`config.mk`:
```
export PLATFORM = sky130hd
export DESIGN_NAME = onehot_seq_gen_flat
export DESIGN_NICKNAME = d
export VERILOG_FILES = /design/src/rtl/onehot_pkg.sv /design/src/rtl/onehot_seq_gen_if.sv /design/src/rtl/onehot_check.sv /design/src/rtl/onehot_seq_gen.sv /design/src/flat_wrapper.sv
export SDC_FILE = /design/constraint.sdc
export NUM_CORES = 1
export LEC_CHECK = 0
export BUFFER_PORTS_ARGS = -buffer_cell sky130_fd_sc_hd__buf_4
export CORE_ASPECT_RATIO = 1.1
export CORE_UTILIZATION = 54
export CTS_CLUSTER_DIAMETER = 30
export CTS_CLUSTER_SIZE = 25
export DETAILED_ROUTE_END_ITERATION = 8
export GPL_TIMING_DRIVEN = 0
export PLACE_DENSITY = 0.79
export SYNTH_ARGS = -nofsm -noshare
export SYNTH_HDL_FRONTEND = slang
export SYNTH_SLANG_ARGS = --single-unit
```
`constraint.sdc`:
```
create_clock -name clk -period 2.8 [get_ports clk]
set_input_delay 0.42 -clock clk [delete_from_list [all_inputs] [get_ports clk]]
set_output_delay 0.42 -clock clk [all_outputs]
set_load 0.1 [all_outputs]
```
`src/rtl/onehot_pkg.sv`:
```
// rtl/onehot_pkg.sv - shared types and helpers for the one-hot sequence generator
package onehot_pkg;

  typedef enum logic [1:0] {
    IDLE = 2'd0,
    RUN  = 2'd1,
    GAP  = 2'd2
  } state_t;

  // Widest code the helpers accept; callers zero-extend narrower codes.
  localparam int MAX_W = 64;

  typedef struct packed {
    logic        wrapped;
    logic [31:0] next_idx;
  } rot_t;

  function automatic logic is_onehot(input logic [MAX_W-1:0] v);
    int n;
    n = 0;
    for (int i = 0; i < MAX_W; i++) n += int'(v[i]);
    return (n == 1);
  endfunction

  function automatic logic is_onehot0(input logic [MAX_W-1:0] v);
    int n;
    n = 0;
    for (int i = 0; i < MAX_W; i++) n += int'(v[i]);
    return (n <= 1);
  endfunction

  // dir=0 moves toward the MSB, dir=1 toward the LSB; wrapped marks the end-around step.
  function automatic rot_t rot_idx(input logic [31:0] idx, input logic dir, input int w);
    rot_t r;
    if (!dir) begin
      r.wrapped  = (idx == 32'(w - 1));
      r.next_idx = r.wrapped ? 32'd0 : idx + 32'd1;
    end else begin
      r.wrapped  = (idx == 32'd0);
      r.next_idx = r.wrapped ? 32'(w - 1) : idx - 32'd1;
    end
    return r;
  endfunction

endpackage

```
`src/rtl/onehot_seq_gen_if.sv`:
```
// rtl/onehot_seq_gen_if.sv - control and output bundle of the one-hot generator
interface onehot_seq_gen_if #(
  parameter int W  = 4,
  parameter int CW = 16
);
  localparam int IW = $clog2(W);

  logic          start;
  logic [IW-1:0] start_idx;
  logic          stop;
  logic          dir;
  logic          allow_zero;
  logic          out_ready;
  logic          out_valid;
  logic [W-1:0]  code;
  logic [IW-1:0] idx;
  logic          wrap;
  logic [CW-1:0] xfer_cnt;
  logic [CW-1:0] wrap_cnt;
  logic          err;

  modport master (
    input  start, start_idx, stop, dir, allow_zero, out_ready,
    output out_valid, code, idx, wrap, xfer_cnt, wrap_cnt, err
  );

  modport slave (
    output start, start_idx, stop, dir, allow_zero, out_ready,
    input  out_valid, code, idx, wrap, xfer_cnt, wrap_cnt, err
  );
endinterface

```
`src/rtl/onehot_check.sv`:
```
// rtl/onehot_check.sv - combinational one-hot rule checker on registered outputs
module onehot_check
  import onehot_pkg::*;
#(
  parameter int W = 4
) (
  input  logic [W-1:0] code,
  input  state_t       state,
  input  logic         out_valid,
  output logic         violation
);

  // RUN must be exactly one-hot, GAP all-zero, and nothing else may claim valid.
  always_comb begin
    violation = 1'b0;
    case (state)
      RUN:     violation = !is_onehot(MAX_W'(code));
      GAP:     violation = (code != '0);
      default: violation = out_valid;
    endcase
  end

endmodule

```
`src/rtl/onehot_seq_gen.sv`:
```
// rtl/onehot_seq_gen.sv - rotating one-hot code producer with gap insertion and self-check
module onehot_seq_gen
  import onehot_pkg::*;
#(
  parameter  int W  = 4,
  parameter  int CW = 16,
  localparam int IW = $clog2(W)
) (
  input logic              clk,
  input logic              rst,
  onehot_seq_gen_if.master bus
);

  state_t        state_q, state_d;
  logic [IW-1:0] idx_q, idx_d;
  logic [W-1:0]  code_q, code_d;
  logic          valid_q, valid_d;
  logic          wrap_q, wrap_d;
  logic [CW-1:0] xfer_q, xfer_d;
  logic [CW-1:0] wrapc_q, wrapc_d;
  logic          stop_pend_q, stop_pend_d;
  logic          err_q;
  logic          violation;

  rot_t          rot;
  logic          hs;
  logic          stopping;
  logic [IW-1:0] start_pos;
  logic [IW-1:0] rot_pos;

  assign hs        = valid_q & bus.out_ready;
  assign stopping  = bus.stop | stop_pend_q;
  assign rot       = rot_idx(32'(idx_q), bus.dir, W);
  assign rot_pos   = IW'(rot.next_idx);
  assign start_pos = (32'(bus.start_idx) < W) ? bus.start_idx : '0;

  assign bus.out_valid = valid_q;
  assign bus.code      = code_q;
  assign bus.idx       = idx_q;
  assign bus.wrap      = wrap_q;
  assign bus.xfer_cnt  = xfer_q;
  assign bus.wrap_cnt  = wrapc_q;
  assign bus.err       = err_q;

  onehot_check #(.W(W)) u_check (
    .code      (bus.code),
    .state     (state_q),
    .out_valid (valid_q),
    .violation (violation)
  );

  // Next-state and next-output decode; a pending stop ends the flow at the next handshake.
  always_comb begin
    state_d     = state_q;
    idx_d       = idx_q;
    code_d      = code_q;
    valid_d     = valid_q;
    wrap_d      = 1'b0;
    xfer_d      = xfer_q;
    wrapc_d     = wrapc_q;
    stop_pend_d = stop_pend_q;
    case (state_q)
      IDLE: begin
        stop_pend_d = 1'b0;
        if (bus.start) begin
          state_d = RUN;
          idx_d   = start_pos;
          code_d  = W'(1) << start_pos;
          valid_d = 1'b1;
        end
      end
      RUN: begin
        if (bus.stop) stop_pend_d = 1'b1;
        if (hs) begin
          xfer_d = xfer_q + CW'(1);
          idx_d  = rot_pos;
          if (rot.wrapped) begin
            wrap_d  = 1'b1;
            wrapc_d = wrapc_q + CW'(1);
          end
          if (stopping) begin
            state_d     = IDLE;
            valid_d     = 1'b0;
            code_d      = '0;
            stop_pend_d = 1'b0;
          end else if (rot.wrapped && bus.allow_zero) begin
            state_d = GAP;
            code_d  = '0;
          end else begin
            code_d = W'(1) << rot_pos;
          end
        end
      end
      GAP: begin
        if (bus.stop) stop_pend_d = 1'b1;
        if (hs) begin
          xfer_d = xfer_q + CW'(1);
          if (stopping) begin
            state_d     = IDLE;
            valid_d     = 1'b0;
            code_d      = '0;
            stop_pend_d = 1'b0;
          end else begin
            state_d = RUN;
            code_d  = W'(1) << idx_q;
          end
        end
      end
      default: begin
        state_d = IDLE;
        valid_d = 1'b0;
        code_d  = '0;
      end
    endcase
  end

  // State and output registers; err accumulates checker violations until reset.
  always_ff @(posedge clk) begin
    if (rst) begin
      state_q     <= IDLE;
      idx_q       <= '0;
      code_q      <= '0;
      valid_q     <= 1'b0;
      wrap_q      <= 1'b0;
      xfer_q      <= '0;
      wrapc_q     <= '0;
      stop_pend_q <= 1'b0;
      err_q       <= 1'b0;
    end else begin
      state_q     <= state_d;
      idx_q       <= idx_d;
      code_q      <= code_d;
      valid_q     <= valid_d;
      wrap_q      <= wrap_d;
      xfer_q      <= xfer_d;
      wrapc_q     <= wrapc_d;
      stop_pend_q <= stop_pend_d;
      err_q       <= err_q | violation;
    end
  end

endmodule

```
`src/flat_wrapper.sv`:
```
// flat-port wrapper written by rule: the top's interface ports become plain ports
module onehot_seq_gen_flat import onehot_pkg::*;
#(
  parameter  int W  = 4,
  parameter  int CW = 16,
  localparam int IW = $clog2(W)
)
  (clk, rst, bus_start, bus_start_idx, bus_stop, bus_dir, bus_allow_zero, bus_out_ready, bus_out_valid, bus_code, bus_idx, bus_wrap, bus_xfer_cnt, bus_wrap_cnt, bus_err);
  onehot_seq_gen_if #(.W(W), .CW(CW)) bus_i ();
  input logic clk;
  input logic rst;
  input wire logic [$bits(bus_i.start)-1:0] bus_start;
  input wire logic [$bits(bus_i.start_idx)-1:0] bus_start_idx;
  input wire logic [$bits(bus_i.stop)-1:0] bus_stop;
  input wire logic [$bits(bus_i.dir)-1:0] bus_dir;
  input wire logic [$bits(bus_i.allow_zero)-1:0] bus_allow_zero;
  input wire logic [$bits(bus_i.out_ready)-1:0] bus_out_ready;
  output wire logic [$bits(bus_i.out_valid)-1:0] bus_out_valid;
  output wire logic [$bits(bus_i.code)-1:0] bus_code;
  output wire logic [$bits(bus_i.idx)-1:0] bus_idx;
  output wire logic [$bits(bus_i.wrap)-1:0] bus_wrap;
  output wire logic [$bits(bus_i.xfer_cnt)-1:0] bus_xfer_cnt;
  output wire logic [$bits(bus_i.wrap_cnt)-1:0] bus_wrap_cnt;
  output wire logic [$bits(bus_i.err)-1:0] bus_err;
  assign bus_i.start = bus_start;
  assign bus_i.start_idx = bus_start_idx;
  assign bus_i.stop = bus_stop;
  assign bus_i.dir = bus_dir;
  assign bus_i.allow_zero = bus_allow_zero;
  assign bus_i.out_ready = bus_out_ready;
  assign bus_out_valid = bus_i.out_valid;
  assign bus_code = bus_i.code;
  assign bus_idx = bus_i.idx;
  assign bus_wrap = bus_i.wrap;
  assign bus_xfer_cnt = bus_i.xfer_cnt;
  assign bus_wrap_cnt = bus_i.wrap_cnt;
  assign bus_err = bus_i.err;
  onehot_seq_gen #(.W(W), .CW(CW)) u_core (.clk(clk), .rst(rst), .bus(bus_i));
endmodule
```
==> flow_summary.yaml <==
layout:
  postLayoutCellArea_um2: 2880
  n_fill_cell: 356
  area_growth_syn_to_layout_pct: 22.2
  stdcell_count: 383
  antenna-diode-count: 0
  fin_nets: 355
  final_core_util_pct: 70.6
  drive_above_1_share_pct: 19.9
hold_path:
  min_delay_worst_endpoint: "u_core.bus.out_valid"
  hold_path_depth: 3
  type_of_the_worst_min_delay_path: "in2reg"
  holdCritStartpoint: "bus_start"
route:
  post-route-drc-count: 0
  detail_route.wl_per_cell_um: 14.0
  drt_first_iter_violations: 162
  drtAntennaViolNets: 0
  vias_per_cell: 5.77
  drt_first_pass_iters: 4
  wl_um: 5350
  routed-via-count: 2210
critical_path:
  crit_buf_inv: 2
  timing.critical_path.slowest_cell_delay_ns: 0.58
  reg2reg_depth: 7
  critical_path.endpoint_type: "register"
  reg2reg_setup_slack_ns: 0.22
  critical-path-slowest-cell: "or4_1"
  worstSetupPathType: "reg2reg"
  crit_required_ns: 3.04
  critPathLaunchType: "register"
  timing.critical_path.max_delay_family: "simple AND/OR/NAND/NOR gates"
  timing.rr.start: "u_core.state_q[1]"
  worstPathArrival_ns: 2.82
  critical_path.reg2reg.endpoint: "u_core.bus.xfer_cnt[13]"
  critical_path.cell_chain: "inv_1 -> ha_1 -> and4_1 -> clkbuf_1 -> nand3_1 -> or4_1 -> a21oi_1"
  cp_max_fo: 9
placement:
  post-place-ws_ns: 0.241
  place.gp.congestion: 0.829
  place_inst: 375
  detailedPlacementHpwl_um: 3940
  numPortBuffers: 48
  dpl-instance-area_um2: 2790
yosys:
  netlist.area_leader.share_pct: 37.3
  synth_ff_type: "dfxtp_1"
  synth_edf_count: 0
  synth_sequential_area_ratio_pct: 37.3
  synthCells: 275
  ffs_latches_synth: 44
  asyncSetResetFlopFracSynth_pct: 0
  netlist_top_cells_area: "dfxtp_1 (37%), ha_1 (8.0%), a21oi_1 (5.1%)"
  syn-cell-area_um2: 2360
  yosysWarningCount: 0
  top_cell_types_by_occurrence_after_synthesis: "dfxtp_1 (44), a21oi_1 (24), nor2_1 (24)"
  synthMostInstantiatedCell: "dfxtp_1"
  synth_top_area_cell: "dfxtp_1"
  synth_cell_types: 42
  synthesis.nets: 300
  synth.avg_cell_area_um2: 8.58
timing:
  timing_hold_violations_final: 0
  setup_viol: 0
  clock_skew_ns: 0.00728
  unrepaired_setup_endpoints_after_global_routing: "false"
  final_period_minus_worst_setup_slack_ns: 2.58
  timing.slew.headroom_pct: 61.3
  hold_slack_ns: 0.406
  setup_total_negative_slack_ns: 0
  tightestPinTransition_ns: 0.569
  final_min_period_over_clock_period_pct: 92.3
  setup_ws_ns: 0.215
  achievable-frequency_mhz: 387
  max_slew_violations: 0
clock_tree:
  cts.path.max_buffers: 2
  clk-insertion-delay-late_ns: 0.31
  cts_setup_buffers: 0
  cts.repair.resized: 0
  tritoncts_clock_tree: "yes"
  holdBufCountCts: 0
  numCtsBuffers: 5
  cts.sink_count: 44
  clockRootBuffer: "clkbuf_8"
  clk_pin_slew_worst_paths_ns: 0.08
  htreeDepth: 2
floorplan:
  die_area_um2: 4640
  die_y_um: 71.3
  top_level_ports: 50
  rows: 24
  floorplan.die.width_um: 65.0
  floorplan.core_area_um2: 4080
  start_util_pct: 57.8
global_route:
  grt_start_max_net_pins: 14
  grt_pass1_wl_um: 8750
  grt_antenna_before_repair: 0
  grt_pass1_vias: 1961
  grt_overflow: 0
  groute.usage.overall_pct: 24.3
power_and_ir_drop:
  power.static_leakage_nw: 1.16
  power_mw: 1.71
  vdd_ir_drop_max_mv: 0.332
  power.density_nw_per_um2: 591
job:
  max_cap_violations: 0
status:
  outcome: "complete, no violations"
## state kept, by name, summed over array words and instances (netlist names)
register,count
u_core.bus.wrap_cnt,16
u_core.bus.out_valid,1
u_core.state_q,2
u_core.bus.xfer_cnt,16
u_core.bus.wrap,1
u_core.bus.idx,2
u_core.bus.code,4
u_core.stop_pend_q,1
u_core.bus.err,1
## layer usage
layer,vias to the layer above,routed length [µm],GRT usage (%)
met5,-,0,0
met4,0,70,8.94
met3,7,293,6.69
met2,65,2550,40.3
met1,1027,2430,30.0
li1,1111,-,-
## placed cells by master, fill, tap and decap left out, types with 3 or more instances in the layout
master	n
a32oi_1	3
o31ai_1	11
dfxtp_2	4
nor2_1	24
o21ai_0	11
a21oi_1	24
nand3_1	15
xor2_1	10
or4_1	10
inv_1	18
nor3_1	7
ha_1	15
nand2_1	13
clkbuf_8	6
buf_4	48
dfxtp_1	40
nand2b_1	4
and4_1	3
clkbuf_1	8
xnor2_1	7
nand4_1	11
and3_1	3
or3_1	5
a2bb2oi_1	3
## where the power goes
part | switching [mW] | internal [mW] | total [mW] | leakage [nW]
Clock | 0.222 | 0.201 | 0.423 | 0.0445
Combinational | 0.413 | 0.169 | 0.582 | 0.755
Sequential | 0.0389 | 0.662 | 0.700 | 0.357
Total | 0.674 | 1.03 | 1.71 | 1.16
## final cells by class
type	instances	area, µm²	share of cell area, %
multi-input cells	204	1370	47.7
flip-flops and latches	44	886	30.7
repair buffers	48	360	12.5
clock buffers	7	86.3	2.99
inverters	18	67.6	2.34
well taps	52	65.1	2.26
plain buffers	9	36.3	1.26
clock inverters	1	7.51	0.260
## kinds of logic (layout without fill, tap and decap cells)
logic type,count (synthesis),count (layout),share of synthesized area (%)
muxes,5,5,2.39
and+or+nand+nor,106,106,24.7
xor gates and xnor gates,17,17,6.31
buffers and inverters,27,83,4.40
adders and majority gates,16,16,8.81
AOI/OAI and AO/OA,60,60,16.1
DFF,44,44,37.3
## worst max-delay path by stage
stage	slack (ns)	from	cells past startpoint	endpoint
after floorplan	0.04	u_core.bus.out_valid	6	u_core.bus.wrap_cnt[15]
after global placement	0.30	u_core.state_q[1]	7	u_core.bus.xfer_cnt[15]
after detailed placement	0.24	u_core.state_q[1]	7	u_core.bus.xfer_cnt[15]
after CTS	0.23	u_core.state_q[1]	7	u_core.bus.xfer_cnt[15]
after global routing	0.02	u_core.state_q[0]	7	u_core.bus.xfer_cnt[13]
final	0.22	u_core.state_q[1]	7	u_core.bus.xfer_cnt[13]
## worst min-delay path, delay by kind of cell
family	cells	cell delay, ns
AO/OA/AOI/OAI	1	0.09
AND/OR/NAND/NOR	1	0.08
buffers and inverters	1	0.09
Power figures use the tool's default switching activity.
